--- src/rtl/dcache_line_seq_pkg.sv ---
// Shared constants, state encoding and helpers for the data-cache line sequencer.
// Default geometry: 512 words of 32 bits, 8-word lines.
package dcache_line_seq_pkg;

    localparam int ADDR_WIDTH_DEF = 9;
    localparam int DATA_WIDTH_DEF = 32;
    localparam int BE_WIDTH_DEF   = DATA_WIDTH_DEF / 8;
    localparam int LINE_WORDS_DEF = 8;

    function automatic int beat_width(input int line_words);
        return $clog2(line_words);
    endfunction

    function automatic int idx_width(input int addr_width, input int line_words);
        return addr_width - $clog2(line_words);
    endfunction

    localparam int BEAT_W_DEF = beat_width(LINE_WORDS_DEF);
    localparam int IDX_W_DEF  = idx_width(ADDR_WIDTH_DEF, LINE_WORDS_DEF);

    // Sequencer states; IDLE is the only state that accepts CPU or line requests.
    typedef logic [1:0] state_t;
    localparam state_t ST_IDLE   = 2'd0;
    localparam state_t ST_REFILL = 2'd1;
    localparam state_t ST_WB     = 2'd2;

    function automatic logic [31:0] sat_inc32(input logic [31:0] v);
        return (v == 32'hFFFF_FFFF) ? v : v + 32'd1;
    endfunction

endpackage

--- src/rtl/dcache_line_seq_if.sv ---
// Bundle of CPU, line-request, fill, writeback and SRAM signals around the sequencer.
// The slave modport is the sequencer's view; master is the surrounding system.
interface dcache_line_seq_if #(
    parameter int ADDR_WIDTH = dcache_line_seq_pkg::ADDR_WIDTH_DEF,
    parameter int DATA_WIDTH = dcache_line_seq_pkg::DATA_WIDTH_DEF,
    parameter int BE_WIDTH   = dcache_line_seq_pkg::BE_WIDTH_DEF,
    parameter int LINE_WORDS = dcache_line_seq_pkg::LINE_WORDS_DEF
);
    import dcache_line_seq_pkg::*;

    localparam int IDX_W = idx_width(ADDR_WIDTH, LINE_WORDS);

    logic                  cpu_wr_en;
    logic [ADDR_WIDTH-1:0] cpu_wr_addr;
    logic [DATA_WIDTH-1:0] cpu_wr_data;
    logic [BE_WIDTH-1:0]   cpu_wr_byte_en;
    logic                  cpu_wr_ready;
    logic                  cpu_rd_en;
    logic [ADDR_WIDTH-1:0] cpu_rd_addr;
    logic                  cpu_rd_ready;
    logic [DATA_WIDTH-1:0] cpu_rd_data;
    logic                  cpu_rd_valid;

    logic                  refill_req;
    logic [IDX_W-1:0]      refill_index;
    logic                  refill_ack;
    logic                  refill_done;
    logic [DATA_WIDTH-1:0] fill_data;
    logic                  fill_valid;
    logic                  fill_ready;

    logic                  wb_req;
    logic [IDX_W-1:0]      wb_index;
    logic                  wb_ack;
    logic [DATA_WIDTH-1:0] wb_data;
    logic                  wb_valid;
    logic                  wb_last;
    logic                  wb_ready;

    logic                  sram_wr_en;
    logic [ADDR_WIDTH-1:0] sram_wr_addr;
    logic [DATA_WIDTH-1:0] sram_wr_data;
    logic [BE_WIDTH-1:0]   sram_wr_byte_en;
    logic [ADDR_WIDTH-1:0] sram_rd_addr;
    logic [DATA_WIDTH-1:0] sram_rd_data;

    logic [31:0]           stall_cnt;

    modport slave (
        input  cpu_wr_en, cpu_wr_addr, cpu_wr_data, cpu_wr_byte_en,
        output cpu_wr_ready,
        input  cpu_rd_en, cpu_rd_addr,
        output cpu_rd_ready, cpu_rd_data, cpu_rd_valid,
        input  refill_req, refill_index,
        output refill_ack, refill_done,
        input  fill_data, fill_valid,
        output fill_ready,
        input  wb_req, wb_index,
        output wb_ack, wb_data, wb_valid, wb_last,
        input  wb_ready,
        output sram_wr_en, sram_wr_addr, sram_wr_data, sram_wr_byte_en, sram_rd_addr,
        input  sram_rd_data,
        output stall_cnt
    );

    modport master (
        output cpu_wr_en, cpu_wr_addr, cpu_wr_data, cpu_wr_byte_en,
        input  cpu_wr_ready,
        output cpu_rd_en, cpu_rd_addr,
        input  cpu_rd_ready, cpu_rd_data, cpu_rd_valid,
        output refill_req, refill_index,
        input  refill_ack, refill_done,
        output fill_data, fill_valid,
        input  fill_ready,
        output wb_req, wb_index,
        input  wb_ack, wb_data, wb_valid, wb_last,
        output wb_ready,
        input  sram_wr_en, sram_wr_addr, sram_wr_data, sram_wr_byte_en, sram_rd_addr,
        output sram_rd_data,
        input  stall_cnt
    );

endinterface

--- src/rtl/dcache_wb_skid.sv ---
// Two-entry valid/ready skid buffer holding SRAM read data for the writeback stream.
// Head entry drives out_data directly so it stays stable while out_ready is low.
module dcache_wb_skid #(
    parameter int WIDTH = 32
) (
    input  logic             clk,
    input  logic             rst,
    input  logic             in_valid,
    input  logic [WIDTH-1:0] in_data,
    output logic             in_ready,
    output logic             out_valid,
    output logic [WIDTH-1:0] out_data,
    input  logic             out_ready,
    output logic [1:0]       count
);

    logic [WIDTH-1:0] entry0_q, entry0_d;
    logic [WIDTH-1:0] entry1_q, entry1_d;
    logic [1:0]       count_q, count_d;
    logic             push;
    logic             pop;

    assign in_ready  = (count_q != 2'd2);
    assign out_valid = (count_q != 2'd0);
    assign out_data  = entry0_q;
    assign count     = count_q;
    assign push      = in_valid && in_ready;
    assign pop       = out_valid && out_ready;

    always_comb begin
        entry0_d = entry0_q;
        entry1_d = entry1_q;
        count_d  = count_q;
        case ({push, pop})
            2'b10: begin
                if (count_q == 2'd0) begin
                    entry0_d = in_data;
                end else begin
                    entry1_d = in_data;
                end
                count_d = count_q + 2'd1;
            end
            2'b01: begin
                entry0_d = entry1_q;
                count_d  = count_q - 2'd1;
            end
            2'b11: begin
                // Simultaneous push/pop: the new word becomes head only if the buffer held one.
                entry0_d = (count_q == 2'd1) ? in_data : entry1_q;
                entry1_d = in_data;
            end
            default: begin
            end
        endcase
    end

    always_ff @(posedge clk) begin
        if (rst) begin
            entry0_q <= '0;
            entry1_q <= '0;
            count_q  <= 2'd0;
        end else begin
            entry0_q <= entry0_d;
            entry1_q <= entry1_d;
            count_q  <= count_d;
        end
    end

endmodule

--- src/rtl/dcache_line_seq.sv ---
// Data-cache line sequencer: arbitrates CPU access, line refill and line writeback on one SRAM.
// Optional CPU stall counter enabled by defining DCACHE_LINE_SEQ_STALL_CNT_EN.
module dcache_line_seq
    import dcache_line_seq_pkg::*;
#(
    parameter int ADDR_WIDTH = ADDR_WIDTH_DEF,
    parameter int DATA_WIDTH = DATA_WIDTH_DEF,
    parameter int BE_WIDTH   = BE_WIDTH_DEF,
    parameter int LINE_WORDS = LINE_WORDS_DEF
) (
    input logic              clk,
    input logic              rst,
    dcache_line_seq_if.slave bus
);

    localparam int BEAT_W = beat_width(LINE_WORDS);
    localparam int IDX_W  = idx_width(ADDR_WIDTH, LINE_WORDS);
    localparam logic [BEAT_W-1:0] LAST_BEAT = BEAT_W'(LINE_WORDS - 1);
    localparam logic [BEAT_W-1:0] BEAT_ONE  = BEAT_W'(1);

    state_t            state_q, state_d;
    logic [IDX_W-1:0]  line_idx_q, line_idx_d;
    logic [BEAT_W-1:0] fill_beat_q, fill_beat_d;
    logic [BEAT_W-1:0] rd_beat_q, rd_beat_d;
    logic [BEAT_W-1:0] sent_beat_q, sent_beat_d;
    logic              rd_all_q, rd_all_d;
    logic              rd_pend_q, rd_pend_d;
    logic              cpu_rd_valid_q, cpu_rd_valid_d;

    logic              in_idle, in_refill, in_wb;
    logic              grant_wb, grant_refill;
    logic              fill_fire, rd_issue, wb_fire, wb_valid_int;
    logic              skid_in_ready, skid_out_valid;
    logic [DATA_WIDTH-1:0] skid_out_data;
    logic [1:0]        skid_count;

    // Every request and handshake is qualified by !rst so a reset cycle is fully quiet.
    assign in_idle      = !rst && (state_q == ST_IDLE);
    assign in_refill    = !rst && (state_q == ST_REFILL);
    assign in_wb        = !rst && (state_q == ST_WB);
    assign grant_wb     = in_idle && bus.wb_req;
    assign grant_refill = in_idle && bus.refill_req && !bus.wb_req;
    assign fill_fire    = in_refill && bus.fill_valid;
    assign rd_issue     = in_wb && !rd_all_q && (({1'b0, rd_pend_q} + skid_count) < 2'd2);
    assign wb_valid_int = in_wb && skid_out_valid;
    assign wb_fire      = wb_valid_int && bus.wb_ready;

    assign bus.cpu_wr_ready = in_idle;
    assign bus.cpu_rd_ready = in_idle;
    assign bus.cpu_rd_valid = !rst && cpu_rd_valid_q;
    assign bus.cpu_rd_data  = (!rst && cpu_rd_valid_q) ? bus.sram_rd_data : '0;
    assign bus.refill_ack   = grant_refill;
    assign bus.refill_done  = fill_fire && (fill_beat_q == LAST_BEAT);
    assign bus.fill_ready   = in_refill;
    assign bus.wb_ack       = grant_wb;
    assign bus.wb_valid     = wb_valid_int;
    assign bus.wb_data      = wb_valid_int ? skid_out_data : '0;
    assign bus.wb_last      = wb_valid_int && (sent_beat_q == LAST_BEAT);

    // SRAM ports: CPU owns them in IDLE, the line engines own them otherwise.
    always_comb begin
        bus.sram_wr_en      = 1'b0;
        bus.sram_wr_addr    = '0;
        bus.sram_wr_data    = '0;
        bus.sram_wr_byte_en = '0;
        bus.sram_rd_addr    = '0;
        if (in_idle && bus.cpu_wr_en) begin
            bus.sram_wr_en      = 1'b1;
            bus.sram_wr_addr    = bus.cpu_wr_addr;
            bus.sram_wr_data    = bus.cpu_wr_data;
            bus.sram_wr_byte_en = bus.cpu_wr_byte_en;
        end else if (fill_fire) begin
            bus.sram_wr_en      = 1'b1;
            bus.sram_wr_addr    = {line_idx_q, fill_beat_q};
            bus.sram_wr_data    = bus.fill_data;
            bus.sram_wr_byte_en = '1;
        end
        if (in_idle && bus.cpu_rd_en) begin
            bus.sram_rd_addr = bus.cpu_rd_addr;
        end else if (rd_issue) begin
            bus.sram_rd_addr = {line_idx_q, rd_beat_q};
        end
    end

    dcache_wb_skid #(
        .WIDTH (DATA_WIDTH)
    ) u_skid (
        .clk       (clk),
        .rst       (rst),
        .in_valid  (in_wb && rd_pend_q && skid_in_ready),
        .in_data   (bus.sram_rd_data),
        .in_ready  (skid_in_ready),
        .out_valid (skid_out_valid),
        .out_data  (skid_out_data),
        .out_ready (in_wb && bus.wb_ready),
        .count     (skid_count)
    );

    always_comb begin
        state_d        = state_q;
        line_idx_d     = line_idx_q;
        fill_beat_d    = fill_beat_q;
        rd_beat_d      = rd_beat_q;
        sent_beat_d    = sent_beat_q;
        rd_all_d       = rd_all_q;
        rd_pend_d      = 1'b0;
        cpu_rd_valid_d = in_idle && bus.cpu_rd_en;
        case (state_q)
            ST_IDLE: begin
                fill_beat_d = '0;
                rd_beat_d   = '0;
                sent_beat_d = '0;
                rd_all_d    = 1'b0;
                if (grant_wb) begin
                    state_d    = ST_WB;
                    line_idx_d = bus.wb_index;
                end else if (grant_refill) begin
                    state_d    = ST_REFILL;
                    line_idx_d = bus.refill_index;
                end
            end
            ST_REFILL: begin
                if (fill_fire) begin
                    fill_beat_d = fill_beat_q + BEAT_ONE;
                    if (fill_beat_q == LAST_BEAT) begin
                        state_d = ST_IDLE;
                    end
                end
            end
            ST_WB: begin
                // rd_pend marks a read whose data lands in the skid buffer next cycle.
                rd_pend_d = rd_issue;
                if (rd_issue) begin
                    rd_beat_d = rd_beat_q + BEAT_ONE;
                    if (rd_beat_q == LAST_BEAT) begin
                        rd_all_d = 1'b1;
                    end
                end
                if (wb_fire) begin
                    sent_beat_d = sent_beat_q + BEAT_ONE;
                    if (sent_beat_q == LAST_BEAT) begin
                        state_d = ST_IDLE;
                    end
                end
            end
            default: begin
                state_d = ST_IDLE;
            end
        endcase
    end

    always_ff @(posedge clk) begin
        if (rst) begin
            state_q        <= ST_IDLE;
            line_idx_q     <= '0;
            fill_beat_q    <= '0;
            rd_beat_q      <= '0;
            sent_beat_q    <= '0;
            rd_all_q       <= 1'b0;
            rd_pend_q      <= 1'b0;
            cpu_rd_valid_q <= 1'b0;
        end else begin
            state_q        <= state_d;
            line_idx_q     <= line_idx_d;
            fill_beat_q    <= fill_beat_d;
            rd_beat_q      <= rd_beat_d;
            sent_beat_q    <= sent_beat_d;
            rd_all_q       <= rd_all_d;
            rd_pend_q      <= rd_pend_d;
            cpu_rd_valid_q <= cpu_rd_valid_d;
        end
    end

`ifdef DCACHE_LINE_SEQ_STALL_CNT_EN
    logic [31:0] stall_cnt_q, stall_cnt_d;
    logic        stall;

    // A stall is any cycle where the CPU presents a request the sequencer cannot take.
    always_comb begin
        stall       = (bus.cpu_wr_en && !in_idle) || (bus.cpu_rd_en && !in_idle);
        stall_cnt_d = stall ? sat_inc32(stall_cnt_q) : stall_cnt_q;
    end

    always_ff @(posedge clk) begin
        if (rst) begin
            stall_cnt_q <= '0;
        end else begin
            stall_cnt_q <= stall_cnt_d;
        end
    end

    assign bus.stall_cnt = stall_cnt_q;
`else
    assign bus.stall_cnt = '0;
`endif

endmodule

--- src/flat_wrapper.sv ---
// flat-port wrapper written by rule: the top's interface ports become plain ports
module dcache_line_seq_flat import dcache_line_seq_pkg::*;
#(
    parameter int ADDR_WIDTH = ADDR_WIDTH_DEF,
    parameter int DATA_WIDTH = DATA_WIDTH_DEF,
    parameter int BE_WIDTH   = BE_WIDTH_DEF,
    parameter int LINE_WORDS = LINE_WORDS_DEF
)
  (clk, rst, bus_cpu_wr_en, bus_cpu_wr_addr, bus_cpu_wr_data, bus_cpu_wr_byte_en, bus_cpu_wr_ready, bus_cpu_rd_en, bus_cpu_rd_addr, bus_cpu_rd_ready, bus_cpu_rd_data, bus_cpu_rd_valid, bus_refill_req, bus_refill_index, bus_refill_ack, bus_refill_done, bus_fill_data, bus_fill_valid, bus_fill_ready, bus_wb_req, bus_wb_index, bus_wb_ack, bus_wb_data, bus_wb_valid, bus_wb_last, bus_wb_ready, bus_sram_wr_en, bus_sram_wr_addr, bus_sram_wr_data, bus_sram_wr_byte_en, bus_sram_rd_addr, bus_sram_rd_data, bus_stall_cnt);
  dcache_line_seq_if #(.ADDR_WIDTH(ADDR_WIDTH), .DATA_WIDTH(DATA_WIDTH), .BE_WIDTH(BE_WIDTH), .LINE_WORDS(LINE_WORDS)) bus_i ();
  input logic clk;
  input logic rst;
  input wire logic [$bits(bus_i.cpu_wr_en)-1:0] bus_cpu_wr_en;
  input wire logic [$bits(bus_i.cpu_wr_addr)-1:0] bus_cpu_wr_addr;
  input wire logic [$bits(bus_i.cpu_wr_data)-1:0] bus_cpu_wr_data;
  input wire logic [$bits(bus_i.cpu_wr_byte_en)-1:0] bus_cpu_wr_byte_en;
  output wire logic [$bits(bus_i.cpu_wr_ready)-1:0] bus_cpu_wr_ready;
  input wire logic [$bits(bus_i.cpu_rd_en)-1:0] bus_cpu_rd_en;
  input wire logic [$bits(bus_i.cpu_rd_addr)-1:0] bus_cpu_rd_addr;
  output wire logic [$bits(bus_i.cpu_rd_ready)-1:0] bus_cpu_rd_ready;
  output wire logic [$bits(bus_i.cpu_rd_data)-1:0] bus_cpu_rd_data;
  output wire logic [$bits(bus_i.cpu_rd_valid)-1:0] bus_cpu_rd_valid;
  input wire logic [$bits(bus_i.refill_req)-1:0] bus_refill_req;
  input wire logic [$bits(bus_i.refill_index)-1:0] bus_refill_index;
  output wire logic [$bits(bus_i.refill_ack)-1:0] bus_refill_ack;
  output wire logic [$bits(bus_i.refill_done)-1:0] bus_refill_done;
  input wire logic [$bits(bus_i.fill_data)-1:0] bus_fill_data;
  input wire logic [$bits(bus_i.fill_valid)-1:0] bus_fill_valid;
  output wire logic [$bits(bus_i.fill_ready)-1:0] bus_fill_ready;
  input wire logic [$bits(bus_i.wb_req)-1:0] bus_wb_req;
  input wire logic [$bits(bus_i.wb_index)-1:0] bus_wb_index;
  output wire logic [$bits(bus_i.wb_ack)-1:0] bus_wb_ack;
  output wire logic [$bits(bus_i.wb_data)-1:0] bus_wb_data;
  output wire logic [$bits(bus_i.wb_valid)-1:0] bus_wb_valid;
  output wire logic [$bits(bus_i.wb_last)-1:0] bus_wb_last;
  input wire logic [$bits(bus_i.wb_ready)-1:0] bus_wb_ready;
  output wire logic [$bits(bus_i.sram_wr_en)-1:0] bus_sram_wr_en;
  output wire logic [$bits(bus_i.sram_wr_addr)-1:0] bus_sram_wr_addr;
  output wire logic [$bits(bus_i.sram_wr_data)-1:0] bus_sram_wr_data;
  output wire logic [$bits(bus_i.sram_wr_byte_en)-1:0] bus_sram_wr_byte_en;
  output wire logic [$bits(bus_i.sram_rd_addr)-1:0] bus_sram_rd_addr;
  input wire logic [$bits(bus_i.sram_rd_data)-1:0] bus_sram_rd_data;
  output wire logic [$bits(bus_i.stall_cnt)-1:0] bus_stall_cnt;
  assign bus_i.cpu_wr_en = bus_cpu_wr_en;
  assign bus_i.cpu_wr_addr = bus_cpu_wr_addr;
  assign bus_i.cpu_wr_data = bus_cpu_wr_data;
  assign bus_i.cpu_wr_byte_en = bus_cpu_wr_byte_en;
  assign bus_cpu_wr_ready = bus_i.cpu_wr_ready;
  assign bus_i.cpu_rd_en = bus_cpu_rd_en;
  assign bus_i.cpu_rd_addr = bus_cpu_rd_addr;
  assign bus_cpu_rd_ready = bus_i.cpu_rd_ready;
  assign bus_cpu_rd_data = bus_i.cpu_rd_data;
  assign bus_cpu_rd_valid = bus_i.cpu_rd_valid;
  assign bus_i.refill_req = bus_refill_req;
  assign bus_i.refill_index = bus_refill_index;
  assign bus_refill_ack = bus_i.refill_ack;
  assign bus_refill_done = bus_i.refill_done;
  assign bus_i.fill_data = bus_fill_data;
  assign bus_i.fill_valid = bus_fill_valid;
  assign bus_fill_ready = bus_i.fill_ready;
  assign bus_i.wb_req = bus_wb_req;
  assign bus_i.wb_index = bus_wb_index;
  assign bus_wb_ack = bus_i.wb_ack;
  assign bus_wb_data = bus_i.wb_data;
  assign bus_wb_valid = bus_i.wb_valid;
  assign bus_wb_last = bus_i.wb_last;
  assign bus_i.wb_ready = bus_wb_ready;
  assign bus_sram_wr_en = bus_i.sram_wr_en;
  assign bus_sram_wr_addr = bus_i.sram_wr_addr;
  assign bus_sram_wr_data = bus_i.sram_wr_data;
  assign bus_sram_wr_byte_en = bus_i.sram_wr_byte_en;
  assign bus_sram_rd_addr = bus_i.sram_rd_addr;
  assign bus_i.sram_rd_data = bus_sram_rd_data;
  assign bus_stall_cnt = bus_i.stall_cnt;
  dcache_line_seq #(.ADDR_WIDTH(ADDR_WIDTH), .DATA_WIDTH(DATA_WIDTH), .BE_WIDTH(BE_WIDTH), .LINE_WORDS(LINE_WORDS)) u_core (.clk(clk), .rst(rst), .bus(bus_i));
endmodule
--- config.mk ---
export PLATFORM = sky130hd
export DESIGN_NAME = dcache_line_seq_flat
export DESIGN_NICKNAME = d
export VERILOG_FILES = /design/src/rtl/dcache_line_seq_pkg.sv /design/src/rtl/dcache_line_seq_if.sv /design/src/rtl/dcache_wb_skid.sv /design/src/rtl/dcache_line_seq.sv /design/src/flat_wrapper.sv
export SDC_FILE = /design/constraint.sdc
export NUM_CORES = 1
export LEC_CHECK = 0
export CORE_MARGIN = 2
export CORE_UTILIZATION = 38
export CTS_CLUSTER_SIZE = 28
export DETAILED_ROUTE_END_ITERATION = 12
export GPL_TIMING_DRIVEN = 0
export PLACE_DENSITY = 0.82
export SLEW_MARGIN = 0
export SYNTH_ARGS = -nofsm -noshare
export SYNTH_HDL_FRONTEND = slang
export SYNTH_SLANG_ARGS = --single-unit
--- constraint.sdc ---
create_clock -name clk -period 3.1 [get_ports clk]
set_input_delay 0.62 -clock clk [delete_from_list [all_inputs] [get_ports clk]]
set_output_delay 0.62 -clock clk [all_outputs]
set_load 0.01 [all_outputs]
; ---- After elaboration in Yosys (flattened, before gate mapping)
; Index checks and enable logic that the tools add are counted.
[op_classes]
n_addsub = 6
n_mul = 0
div = 0
magnitude_cmp = 1
n_eq_ne = 19
n_shift = 0
muxes = 36
n_bitwise = 1
reduce_logical = 42
[ops]
columns = op, n
row1 = $mux 32, 7
row2 = $pmux 32 s3, 1
row3 = $pmux 32 s2, 1
row4 = $mux 9, 4
row5 = $logic_and 1x1->1, 21
row6 = $pmux 3 s2, 3
row7 = $mux 2, 6
row8 = $mux 6, 2
row9 = $ne 2x2->1 const B, 6
row10 = $reduce_and 2->1, 6
row11 = $reduce_bool 2->1, 6
row12 = $add 3x1->3 const B, 3
row13 = $eq 3x3->1 const B, 3
row14 = $mux 3, 3
row15 = $mux 4, 2
row16 = $eq 2x1->1 const B, 3
row17 = $eq 2x2->1 const B, 3
row18 = $ne 2x1->1 const B, 3
row19 = $pmux 2 s3, 1
row20 = $reduce_and 5->1, 1
row21 = $logic_not 2->1, 2
row22 = $mux 1, 4
row23 = $pmux 2 s2, 1
row24 = $logic_not 1->1, 3
row25 = other kinds (10), 10
[totals]
reg_bits = 86
latch_bits = 0
mem_bits_rw = 0
rom_bits = 0
inputBits = 138
out_inout_bits = 160
word_cells = 116
n_memories = 0

; ---- Longest topological paths before layout
; Gate-level depths: netlist (run 1).
[logic_depth]
word_depth = 8
depth_mapped = 11
mapped_depth_nobuf = 10

; ---- Hierarchy
; Synthesis (run 1) repeated with hierarchy kept, for this count alone.
[hier_totals]
hier_cells = 657
hier_area_um2 = 5527.8
[modules_own_cells]
columns = module, n_inst, cells_each, area_per_inst_um2, seq_area_each_um2
row1 = dcache_wb_skid, 1, 369, 3176.8, 1321.3
row2 = dcache_line_seq, 1, 288, 2351.0, 400.4

; ---- Worst setup path before layout (run 1)
; OpenSTA, ideal clock, no wires.
[synth_path]
path_type = in2out
start = in rst
end = out bus_sram_rd_addr[3]
t_arrival_ns = 1.725
t_required_ns = 2.480
slack_ns = 0.755
path_stages = 4
path_buffers = 1
path_cell_list = or3b_4 -> nor4_4 -> buf_6 -> a22o_1
[synth_via]
elab_chain_cells = 6
word_cells_on_any_way = 8
cone_classes = 2 x mux / 6 x reduce/logical
[synth_lines]
columns = item, line_no
row1 = "start, declared", flat_wrapper.sv:12  ; input logic rst;
row2 = $logic_not 1->1 *, "dcache_line_seq.sv:38, dcache_line_seq.sv:40"
row3 = $logic_and 1x1->1, dcache_line_seq.sv:40  ; assign in_wb = !rst && (state_q == ST_WB);
row4 = $logic_and 1x1->1 (2 in series), dcache_line_seq.sv:44  ; assign rd_issue = in_wb && !rd_all_q && (({1'b0, rd_pend_q} + skid_count) < 2'd2);
row5 = $mux 9, dcache_line_seq.sv:80  ; end else if (rd_issue) begin
row6 = $mux 9 *, dcache_line_seq.sv:78  ; if (in_idle && bus.cpu_rd_en) begin
row7 = "end, declared", flat_wrapper.sv:41  ; output wire logic [$bits(bus_i.sram_rd_addr)-1:0] bus_sram_rd_addr;
; Mark *: on every way between the ends. The rest lies on a longest branch, timed or not.

; ---- Worst setup path in the final report (run 1)
[layout_path]
start = in bus_fill_valid
end = out bus_sram_wr_data[27]
[layout_via]
elab_chain_cells = 3
[layout_lines]
columns = item, line_no
row1 = "start, declared", flat_wrapper.sv:28  ; input wire logic [$bits(bus_i.fill_valid)-1:0] bus_fill_valid;
row2 = $logic_and 1x1->1, dcache_line_seq.sv:43  ; assign fill_fire = in_refill && bus.fill_valid;
row3 = $mux 32, dcache_line_seq.sv:72  ; end else if (fill_fire) begin
row4 = $mux 32, dcache_line_seq.sv:67  ; if (in_idle && bus.cpu_wr_en) begin
row5 = "end, declared", flat_wrapper.sv:39  ; output wire logic [$bits(bus_i.sram_wr_data)-1:0] bus_sram_wr_data;
; Every way passes these cells.

==> results of run 1 <==
power by group through the flow:
stage,combinational (µW),clock (µW),sequential [µW]
after floorplan,226,0,1170
after global placement,576,0,1170
after detailed placement,577,0,1170
after CTS,579,1200,1150
after global routing,622,1250,1150
final,582,1200,1150
registers in the layout (all words and copies together) (netlist names):
signal / cells
u_core.line_idx_q: 6
u_core.rd_all_q: 1
u_core.fill_beat_q: 3
u_core.rd_pend_q: 1
u_core.u_skid.entry1_q: 32
u_core.u_skid.out_data: 32
u_core.cpu_rd_valid_q: 1
u_core.state_q: 2
u_core.rd_beat_q: 3
u_core.u_skid.count: 2
u_core.sent_beat_q: 3
metrics by stage:
step                      power [µW]  utilization (%)  worst slack, ns
after global placement          1750             62.5           -0.923
after global routing            3030             65.8          -0.0379
after floorplan                 1390                -            0.755
after CTS                       2930             65.6           0.0235
final                           2930             65.8           0.0592
after detailed placement        1750             62.5           -0.954
layout make-up:
type / instances / area (µm²) / area share (%)
flip-flops and latches: 86 / 1720 / 20.9
inverters: 7 / 26.3 / 0.319
plain buffers: 81 / 490 / 5.96
repair buffers: 271 / 2670 / 32.4
clock inverters: 6 / 93.8 / 1.14
multi-input cells: 462 / 2770 / 33.7
clock buffers: 10 / 239 / 2.90
well taps: 172 / 215 / 2.61
worst max-delay path, delay by kind of cell:
kind                   cells  cell delay [ns]
buffers and inverters      4             1.32
AOI/OAI and AO/OA          1             0.16
and+or+nand+nor            1             0.32
synth_stat cells, types with 2 or more instances:
library cell | instances | share of area [%]
a221oi_1 | 32 | 5.8
a21o_1 | 6 | 0.93
nand3b_1 | 6 | 0.93
o21ai_0 | 7 | 0.72
a22o_1 | 50 | 9.1
a311oi_1 | 5 | 0.91
nor3b_1 | 3 | 0.47
nor3_1 | 37 | 3.8
nand3_1 | 8 | 0.83
ha_1 | 12 | 3.1
xor2_1 | 2 | 0.36
dfxtp_1 | 86 | 36
buf_4 | 33 | 5.1
buf_2 | 15 | 1.6
buf_1 | 2 | 0.16
clkbuf_1 | 32 | 2.5
a21oi_1 | 39 | 4.0
nor2b_1 | 6 | 0.78
a211oi_1 | 2 | 0.31
nor2_1 | 47 | 3.7
inv_1 | 7 | 0.54
and2_1 | 69 | 8.9
nand2_1 | 82 | 6.4
o21a_1 | 2 | 0.31
repair_timing:
item	CTS	global route
gates cloned	1	0
resized for setup	49	13
setup buffers	4	1
pin swaps	3	1
setup endpoints to repair	126	66
final timing paths:
path                             start                        end  slack [ns]  cells after the start
max reg2reg     u_core.u_skid.count[0]  u_core.u_skid.out_data[5]        0.25                     11
min reg2reg  u_core.u_skid.entry1_q[8]  u_core.u_skid.entry1_q[8]        0.45                      2
max                     bus_fill_valid       bus_sram_wr_data[27]        0.06                      6
min          u_core.u_skid.entry1_q[8]  u_core.u_skid.entry1_q[8]        0.45                      2
cell usage in the layout (no fill, tap or decap), types with 12 or more instances in the layout:
cell	netlist	final
nand2_1	82	82
nor3_1	37	36
ha_1	12	12
a22o_1	50	50
a221oi_1	32	32
buf_2	15	16
clkdlybuf4s50_1	0	244
and2_1	69	67
nor2_1	47	46
clkbuf_1	32	18
conb_1	1	32
dlygate4sd2_1	0	19
a21oi_1	39	39
buf_4	33	39
dfxtp_1	86	85
cells by family after synthesis:
kind of cell / after synthesis / synth area share [%]
and+or+nand+nor: 267 / 27.7
xor gates and xnor gates: 2 / 0.362
other: 1 / 0.0776
buffers and inverters: 90 / 10.1
adders and majority gates: 12 / 3.11
AOI/OAI and AO/OA: 149 / 23.0
DFF: 86 / 35.6
metal layers:
metal / up-vias / share of wire, %
li1: 2702 / -
met5: - / 0
met4: 0 / 2.3
met3: 29 / 8.5
met2: 255 / 49
met1: 2639 / 40
==> run summary, run 1 <==
post-layout net count -> 1,068
largest net degree at the start of global routing -> 16
dpl cells -> 1,075
Cell Count, Final, Fillers Out -> 1,095
CP Launch Type -> input pin
hold-fix buffers at CTS -> 0
Distinct cells, synth -> 41
Clock Power Share -> 40.9%
maximum fanout along the worst path -> 10
Worst EP arrival -> 2.42 ns
die area -> 13,600 µm²
Crit path largest cell delay -> 0.58 ns
CTS buffer count -> 9
Post-Syn Area -> 4830 µm²
Initial Utilization -> 38.6%
# setup viols final -> 0
asr flop ratio synth -> 0%
final wirelength -> 20.5 mm
initial antenna violation count -> 0
CTS tree -> done
sequential-to-total area share from yosys stat -> 35.6%
Slew @ Worst Pin -> 0.586 ns
gr busiest metal -> met2
#FFs+latches synth -> 86
net switching power figure -> 738 µW
Setup crit end kind -> output pin
Final min period -> 3.04 ns
vias per cell -> 5.14
DP Area -> 7820 µm²
Die Width -> 117 µm
Max Fclk -> 329 MHz
CP required -> 2.48 ns
leak pwr -> 0.00335 µW
Site Rows -> 41
met3 GRT Util -> 6.23%
Syn-to-layout area delta -> 70.3%
placed wire-length estimate -> 16.1 mm
post-route setup TNS -> 0 ns
Seq pwr share -> 39.3%
DR vias -> 5,625
number of synthesized flops with an enable pin -> 0
Worst-Skew Late Latency -> 0.34 ns
RSZ-0062 raised after global routing -> true
# DRC -> 0
YS warnings -> 0
global route total overflow -> 0
Slowest-stage cell, CP -> clkdlybuf4s50_1
drt pass-1 iters -> 7
grt met1 use -> 37.3%
pwr/cell area -> 356 nW/µm²
core footprint -> 12,500 µm²
share of post-route cells with drive strength above 1 -> 10.7%
critical path cell sequence -> clkdlybuf4s15_2 -> nor4bb_4 -> clkbuf_4 -> buf_2 -> a22o_1 -> clkdlybuf4s50_1
first-pass GRT wire length -> 29.8 mm
met2 Usage GRT -> 49.6%
wire per inst -> 18.7 µm
outcome -> completed
fin. max-slew vios -> 0
GP Congestion -> 0.905
# IOs -> 298
Tot GR Track Use -> 29.1%
IO Port Bufs -> 265
hold slack -> 0.453 ns
ANT nets after route -> 0
part of the power in combinational logic -> 19.9%
diode count -> 0
Tcrit/Tclk final -> 98.1%
root buffer cell -> clkbuf_16
predominant post-synthesis flop cell -> dfxtp_1
Clock transition at path regs -> 0.07 ns
Worst Clk Skew -> 0.00826 ns
fill cell count -> 1,093
Fin. Hold Viols -> 0
Clock Sinks -> 86
Peak VDD IR -> 0.000297 V
DRT iter0 DRCs -> 335
max-cap viol count -> 0
Avg Inst Size Synth -> 7.96 µm²
Post-Synthesis Cells -> 607
post-route cell area -> 8230 µm²
internal power -> 2190 µW
min-delay worst type -> flop to flop
Die Y -> 117 µm
CTS max path bufs -> 2
vias in the first global route -> 5,123
crit path kind -> input pin to output pin
Sw Share -> 25.2%
max_slew headroom -> 60.6%
CTS H-tree lvls -> 3
No activity file was read; power rests on OpenSTA's default activity.
==> run 2: changes to the inputs <==
- CTS_BUF_LIST: unset -> sky130_fd_sc_hd__clkbuf_8
- clock period: 3.1 -> 3.19 ns (I/O delays scaled with it)
==> run summary, run 2 (synthesis gave the netlist of run 1 again) <==
# setup viols final -> 0
final wirelength -> 20.3 mm
DR vias -> 5,526
crit path launch -> rst
met1 WL -> 8.36 mm
hold slack -> 0.457 ns
hold path start -> u_core.u_skid.entry1_q[8]
drt pass-1 iters -> 5
# DRC -> 0
Site Rows -> 41
min-delay worst type -> flop to flop
DRT iter0 DRCs -> 362
area occupied by multi-input gates -> 2770 µm²
most frequent cells in the layout -> 241 x clkdlybuf4s50_1, 86 x dfxtp_1, 82 x nand2_1
CTS tree -> done
FF-to-FF setup slack -> 0.27 ns
largest net degree at the start of global routing -> 16
fin. max-slew vios -> 0
global route total overflow -> 0
setup ws final -> 0.0593 ns
leak pwr -> 0.00334 µW
CTS max path bufs -> 2
Total Power -> 2570 µW
root buffer cell -> clkbuf_8
GP Congestion -> 0.905
pwr/cell area -> 317 nW/µm²
fill cell count -> 1,111
vias per cell -> 5.06
Die Width -> 117 µm
Die Y -> 117 µm
max_slew headroom -> 60.3%
R2R cell count -> 11
register area -> 1720 µm²
Worst EP arrival -> 2.49 ns
CP Launch Type -> input pin
maximum fanout along the worst path -> 10
Initial Utilization -> 38.6%
die area -> 13,600 µm²
max-cap viol count -> 0
Clock Sinks -> 86
initial antenna violation count -> 0
ANT nets after route -> 0
# IOs -> 298
hold-fix buffers at CTS -> 0
Clock transition at path regs -> 0.09 ns
IO Port Bufs -> 265
Fin. Hold Viols -> 0
met3 WL post-DR -> 1.51 mm
worst slack at placement -> -0.900 ns
Final min period -> 3.13 ns
Peak VDD IR -> 0.000192 V
CP required -> 2.55 ns
diode count -> 0
wire per inst -> 18.5 µm
Tot GR Track Use -> 28.6%
Slew @ Worst Pin -> 0.590 ns
dpl cells -> 1,075
met2 WL -> 9.94 mm
Worst-Skew Late Latency -> 0.37 ns
reg-to-reg startpoint -> u_core.u_skid.count[0]
Worst Hold Depth -> 2
Worst Clk Skew -> 0.0150 ns
core footprint -> 12,500 µm²
share of post-route cells with drive strength above 1 -> 9.88%
CTS H-tree lvls -> 3
uppermost layer routed -> met4
first-pass GRT wire length -> 29.2 mm
placed wire-length estimate -> 16.1 mm
CTS buffer count -> 9
vias in the first global route -> 5,038
outcome -> completed
Tcrit/Tclk final -> 98.1%
Syn-to-layout area delta -> 68.0%
crit path kind -> input pin to output pin
commonest non-fill, non-tap cell in the layout -> clkdlybuf4s50_1
Setup crit end kind -> output pin
post-layout net count -> 1,066
Cell Count, Final, Fillers Out -> 1,093
Max Fclk -> 319 MHz
## run 2: cell types whose count changed in the layout (fill, tap and decap cells not counted), sizes merged
cell,change
clkdlybuf4s50,-3
dlymetal6s2s,+4
clkbuf,-2
dlygate4sd2,-1
## run 2: final cells by class
cell class | count | area share (%)
tap | 172 | 2.65
clock buffer | 10 | 1.69
timing repair buffer | 269 | 32.8
buffer | 81 | 5.99
sequential | 86 | 21.2
multi-input combinational | 462 | 34.2
clock inverter | 6 | 1.16
inverter | 7 | 0.324
## run 2: metrics by stage
| step | utilization (%) | cell area (µm²) | setup TNS [ns] |
|---|---|---|---|
| floorplan | - | 4950 | 0 |
| global placement | 62.5 | 7820 | -65.29 |
| detailed placement | 62.5 | 7820 | -66.75 |
| CTS | 64.7 | 8100 | 0 |
| global route | 64.9 | 8120 | -0.00270 |
| finish | 64.9 | 8120 | 0 |
## run 2: path summary, 6_finish.rpt
check                                             endpoint
worst max register to register  u_core.u_skid.entry1_q[15]
worst min-delay path             u_core.u_skid.entry1_q[8]
worst min register to register   u_core.u_skid.entry1_q[8]
worst max-delay path                       bus_wb_data[21]
## run 2: critical path, cell delays in order
cell and delay (ns):
clkdlybuf4s15_2 0.28, or3b_4 0.45, nor2_4 0.20, clkbuf_8 0.21
and2_1 0.13, clkdlybuf4s50_1 0.57
## run 2: what timing repair did
action / in CTS / in global routing
setup endpoints to repair: 125 / 60
resized for setup: 46 / 9
setup buffers: 2 / 2
hold endpoints to repair: 0 / 0
pin swaps: 2 / 1
## run 2: routing by layer
| metal | track usage, % | vias up |
|---|---|---|
| met5 | 0 | - |
| met4 | 8.94 | 0 |
| met3 | 4.69 | 28 |
| met2 | 49.2 | 227 |
| met1 | 36.8 | 2581 |
| li1 | - | 2690 |
## run 2: report_power, final
part           internal, µW  switching, µW
combinational           319            247
clock                   468            421
sequential             1100           19.2
